File: src/rtl/mips_pkg.sv
// ============================================================================
// Module   : mips_pkg
// Brief    : Shared widths and constants for the MIPS pipeline stages.
// Revision : 1.0 - initial release
// ============================================================================
`default_nettype none

package mips_pkg;
    localparam int          SIZE      = 32;
    localparam logic [31:0] NOP_INSTR = 32'h0000_0000;
    localparam int          PC_STEP   = 4;
    localparam int          IF_ID_W   = 2 * SIZE;
endpackage : mips_pkg

`default_nettype wire

File: src/rtl/instr_mem.sv
// ============================================================================
// Module   : instr_mem
// Brief    : Word-addressed instruction store, sync write / async read.
// Revision : 1.0 - initial release
// ============================================================================
`default_nettype none

module instr_mem #(
    parameter int SIZE   = 32,
    parameter int DEPTH  = 64,
    parameter int ADDR_W = $clog2(DEPTH)
) (
    input  logic              clk,
    input  logic              we,
    input  logic [ADDR_W-1:0] waddr,
    input  logic [SIZE-1:0]   wdata,
    input  logic [ADDR_W-1:0] raddr,
    output logic [SIZE-1:0]   rdata
);

    logic [SIZE-1:0] r_mem [DEPTH];

    // Contents are deliberately not reset; they are preloaded by the host.
    always_ff @(posedge clk) begin
        if (we) begin
            r_mem[waddr] <= wdata;
        end
    end

    assign rdata = r_mem[raddr];

endmodule : instr_mem

`default_nettype wire

File: src/rtl/if_stage.sv
// ============================================================================
// Module   : if_stage
// Brief    : Instruction fetch: PC register, next-PC select, IF_ID register.
// Revision : 1.0 - initial release
// ============================================================================
`default_nettype none

module if_stage #(
    parameter int SIZE       = mips_pkg::SIZE,
    parameter int IMEM_DEPTH = 64
) (
    input  logic              clk,
    input  logic              rst_n,
    input  logic              stall,
    input  logic              flush,
    input  logic              branch_taken,
    input  logic [SIZE-1:0]   branch_target,
    input  logic              imem_we,
    input  logic [SIZE-1:0]   imem_waddr,
    input  logic [SIZE-1:0]   imem_wdata,
    output logic [SIZE-1:0]   pc,
    output logic [2*SIZE-1:0] IF_ID,
    output logic              if_id_valid
);
    import mips_pkg::*;

    localparam int              c_addr_w = $clog2(IMEM_DEPTH);
    localparam logic [SIZE-1:0] c_nop    = SIZE'(NOP_INSTR);

    logic [SIZE-1:0]   r_pc;
    logic [SIZE-1:0]   w_pc_plus4;
    logic [SIZE-1:0]   w_instr;
    logic [2*SIZE-1:0] r_if_id;
    logic              r_valid;
    logic              w_unused;

    assign w_pc_plus4 = r_pc + SIZE'(PC_STEP);

    instr_mem #(
        .SIZE   (SIZE),
        .DEPTH  (IMEM_DEPTH),
        .ADDR_W (c_addr_w)
    ) u_imem (
        .clk   (clk),
        .we    (imem_we),
        .waddr (imem_waddr[c_addr_w+1:2]),
        .wdata (imem_wdata),
        .raddr (r_pc[c_addr_w+1:2]),
        .rdata (w_instr)
    );

    // A redirect overrides stall so a taken branch is never lost.
    always_ff @(posedge clk) begin
        if (!rst_n) begin
            r_pc <= '0;
        end else if (branch_taken) begin
            r_pc <= {branch_target[SIZE-1:2], 2'b00};
        end else if (!stall) begin
            r_pc <= w_pc_plus4;
        end
    end

    always_ff @(posedge clk) begin
        if (!rst_n) begin
            r_if_id <= '0;
            r_valid <= 1'b0;
        end else if (flush) begin
            r_if_id <= {{SIZE{1'b0}}, c_nop};
            r_valid <= 1'b0;
        end else if (!stall) begin
            r_if_id <= {w_pc_plus4, w_instr};
            r_valid <= 1'b1;
        end
    end

    // Byte-offset and out-of-range address bits are intentionally ignored.
    assign w_unused = &{1'b0, imem_waddr[SIZE-1:c_addr_w+2], imem_waddr[1:0],
                        branch_target[1:0]};

    assign pc          = r_pc;
    assign IF_ID       = r_if_id;
    assign if_id_valid = r_valid;

endmodule : if_stage

`default_nettype wire
File: config.mk
export PLATFORM = sky130hd
export DESIGN_NAME = if_stage
export DESIGN_NICKNAME = d
export VERILOG_FILES = /design/src/rtl/mips_pkg.sv /design/src/rtl/instr_mem.sv /design/src/rtl/if_stage.sv
export SDC_FILE = /design/constraint.sdc
export NUM_CORES = 2
export LEC_CHECK = 0
export ABC_AREA = 1
export BUFFER_PORTS_ARGS = -buffer_cell sky130_fd_sc_hd__buf_2
export CORE_ASPECT_RATIO = 1.1
export CORE_MARGIN = 2
export CORE_UTILIZATION = 55
export CTS_CLUSTER_DIAMETER = 120
export DETAILED_ROUTE_END_ITERATION = 8
export PLACE_DENSITY = 0.71
export SLEW_MARGIN = 20
export SYNTH_ARGS = -nofsm -noshare
export SYNTH_HDL_FRONTEND = slang
export SYNTH_HIERARCHICAL = 1
export SYNTH_SLANG_ARGS = --single-unit
File: constraint.sdc
create_clock -name clk -period 6.8 [get_ports clk]
set_clock_uncertainty 0.2 [all_clocks]
set_input_delay 1.02 -clock clk [delete_from_list [all_inputs] [get_ports clk]]
set_output_delay 1.02 -clock clk [all_outputs]
set_load 0.02 [all_outputs]
==> key figures <==
Global route
  • Initial antenna violation count: 19
  • Gr ovfl total: 0
  • First-pass GRT wire length: around 340000 um
  • GRT Overall Usage: 28.5%
  • Largest net degree at the start of global routing: 248
  • Number of global-route vias before repair: 54349

Job
  • Max Cap Viol: 0

Layout
  • Layout cells sized above 1: under 10%
  • Fillers: 11694
  • Commonest cells after routing, fill and taps aside: nand2_1 (2452), edfxtp_1 (2048), nand3_1 (1945), clkbuf_16 (212), buf_2 (141)
  • Most common cell after layout, fill and taps aside: nand2_1
  • Nets: 7507
  • Area of the multi-input gates: 0.0210 mm^2
  • Register area: 0.0634 mm^2
  • Layout area overhead: 11.1%

Detailed routing
  • Starting DRT DRC Count: between 8000 and 9000
  • WL/cell: roughly 24 um
  • DR vias: 58474
  • 1st-pass router iterations: 8
  • Final WL: 232000 um
  • Via/cell ratio: between 6 and 7
  • Final ANT Viol Nets: 1
  • DRC viols: 0

Power and ir drop
  • Cell Pwr Density: 292 mW/mm^2
  • Peak supply drop: 0.273 mV
  • P_leak: about 0.034 uW
  • Total power: approximately 28000 uW

Clock network
  • CTS Buf Count: 208
  • Hold-fix buffers, CTS: 0
  • CTS Sinks: 2141
  • Clock tree from TritonCTS: done
  • Resized Gates After CTS: 0
  • Longest Clk Path Bufs: 3
  • Clock Latency Late Sink: ~0.84 ns
  • Clock Tree Root: clkbuf_16
  • Max H-tree Level: 4
  • CTS clk-pin slew, worst paths: around 0.07 ns
  • Setup Buffers After CTS: 0

STA
  • Fin. Hold Viols: 0
  • Final setup violation count: 0
  • Slew @ Worst Pin: 1.44 ns
  • Setup Total Neg Slack: 0 ns
  • Min Hold Slack: 0.240 ns
  • Fin crit share: 62.3%
  • Rel. slew slack: 3.97%
  • Max Clock Freq: roughly 240 MHz
  • Setup WS post-layout: 2.56 ns
  • Slew Viols, Final: 0
  • RSZ-0062 raised after global routing: false
  • Crit path time final: around 4.2 ns

Floorplanning
  • Core area: 0.156 mm^2
  • Row count: between 150 and 200
  • Starting Density: 55.4%
  • Die width: 382 um
  • IO Pins: 199
  • Die area: 0.161 mm^2
  • Die H: 420 um

Setup path
  • FF-to-FF setup slack: between 2 and 3 ns
  • Critical path startpoint: pc[2]
  • Worst EP arrival: between 4 and 5 ns
  • Worst R2R End: IF_ID[30]
  • Cells along the critical path: inv_16 -> buf_12 -> nand2_1 -> nand3_1 -> nand3_1 -> nand3_1 -> nand3_1 -> nand2_1 -> nand2_1 -> nand2_1 -> nand2_1 -> a21oi_1
  • Slowest cell on crit path: dfxtp_4
  • Crit-path max FO: 247
  • Kind of critical path: flop to flop
  • Worst R2R Path Depth: 12
  • Slowest stage delay, CP: between 0.8 and 0.9 ns
  • Critical path depth: 12
  • Crit path capture: IF_ID[30]
  • Cell repeated most along the worst path: nand2_1
  • CP Buf/Inv Count: 2
  • Top Family by Delay on Critical Path: simple AND/OR/NAND/NOR gates
  • Reg-to-Reg Start: pc[2]
  • Crit end category: flop
  • Worst EP required: 7.27 ns
  • Startpoint types: flop

Synth
  • EDFF count, synth: 2048
  • Top cells by area, synth: edfxtp_1 (71%), nand3_1 (11%), nand2_1 (11%), dfxtp_1 (2.2%), buf_2 (1.7%)
  • Seq cells post-synth: 2141
  • Seq/Total Area, Yosys: between 70% and 80%
  • Fraction of registers with async set/reset: 0%
  • Synth unique cells: 38
  • Cells after Synth: 7382
  • Mapped Area: 0.0866 mm^2
  • Synth top area share: 71.1%
  • Synth warn: 6
  • Ys flop type: edfxtp_1
  • Yosys top cell by area: edfxtp_1
  • Avg Cell Area, Syn: approximately 12 um^2

Hold path
  • Hold Crit Class: input pin to flop

Placement
  • DPL Wire Length: roughly 120000 um
  • Pre-CTS WS: 2.37 ns
  • Port bufs: 166
  • Final GP Congestion: approximately 0.9

Status
  • Status: complete, but fails checks
  • Failing checks: antenna rules
## cells by family (layout without fill, tap and decap cells)
group | after synthesis | count (layout) | share of synthesized area, %
and+or+nand+nor | 4563 | 4563 | 22.9
DFF | 2141 | 2141 | 73.2
buffers and inverters | 548 | 745 | 3.07
AOI/OAI and AO/OA | 120 | 120 | 0.737
xor gates and xnor gates | 8 | 8 | 0.107
adders and majority gates | 1 | 1 | 0.0145
other | 1 | 13 | 0.00433
## per-stage QoR
| step | instances | instance area (um^2) | utilization, % |
|---|---|---|---|
| 3_5_place_dp | 9273 | 89300 | 57.2 |
| 4_1_cts | 9661 | 96100 | 61.5 |
| 6_report | 9670 | 96200 | 61.6 |
| 2_1_floorplan | 7385 | 86600 | - |
| 5_1_grt | 9661 | 96100 | 61.6 |
| 3_3_place_gp | 9270 | 89300 | 57.2 |
## worst min path at each step
stage | startpoint | to | slack (ns) | cells past startpoint
after floorplan | IF_ID[0] | IF_ID[0] | 0.35 | 2
after global routing | branch_target[2] | pc[2] | 0.23 | 3
final | branch_target[2] | pc[2] | 0.24 | 3
after CTS | branch_target[2] | pc[2] | 0.20 | 3
after detailed placement | IF_ID[21] | IF_ID[21] | 0.25 | 2
after global placement | IF_ID[35] | IF_ID[35] | 0.25 | 2
## per-layer routing
| metal | vias up | GRT usage, % | routed length, um |
|---|---|---|---|
| li1 | 26145 | - | - |
| met1 | 28431 | 39.2 | 88800 |
| met2 | 3397 | 45.4 | 110000 |
| met3 | 491 | 5.26 | 24900 |
| met4 | 10 | 10.8 | 8340 |
| met5 | - | 0 | 52 |
## worst register-to-register path, stage by stage (launching register included)
cell and delay (ns):
dfxtp_4 0.84, inv_16 0.31, buf_12 1.14, nand2_1 0.26, nand3_1 0.08, nand3_1 0.12, nand3_1 0.14, nand3_1 0.27
nand2_1 0.09, nand2_1 0.22, nand2_1 0.10, nand2_1 0.20, a21oi_1 0.10
## cell type report
cell class	instances	area share [%]
multi-input combinational	4696	21.9
inverter	63	0.286
timing repair buffer	294	2.21
clock buffer	257	5.74
sequential	2141	65.9
clock inverter	131	1.25
tap	2079	2.71
antenna	9	0.0234
## Yosys cell counts, types with 2 or more instances
cell	number
nor2_4	7
nor4_1	8
a22o_1	3
edfxtp_1	2048
xor2_2	3
a21oi_2	2
o21a_1	4
inv_1	57
nand2_4	2
buf_2	293
buf_4	49
nor2_8	2
and2_1	2
o21ai_1	3
a21oi_1	77
buf_6	3
dfxtp_1	93
nand3_1	1945
xor2_1	4
a31oi_1	5
o21ai_0	25
clkbuf_1	92
nand2_1	2452
nand4_1	24
or2_2	2
inv_2	5
buf_8	2
nand2_2	8
nor2_2	4
buf_1	46
nor2_1	105
## state kept, by name, summed over array words and instances (netlist names)
name          count
pc               30
IF_ID            62
u_imem/r_mem   2048
if_id_valid       1
## where the power goes
part | internal, uW | leakage, uW | switching [uW]
Sequential | 14500 | 0.0192 | 75.1
Combinational | 516 | 0.0115 | 1580
Clock | 6510 | 0.00326 | 4830
Total | 21600 | 0.0339 | 6480
Power figures use the tool's default switching activity.
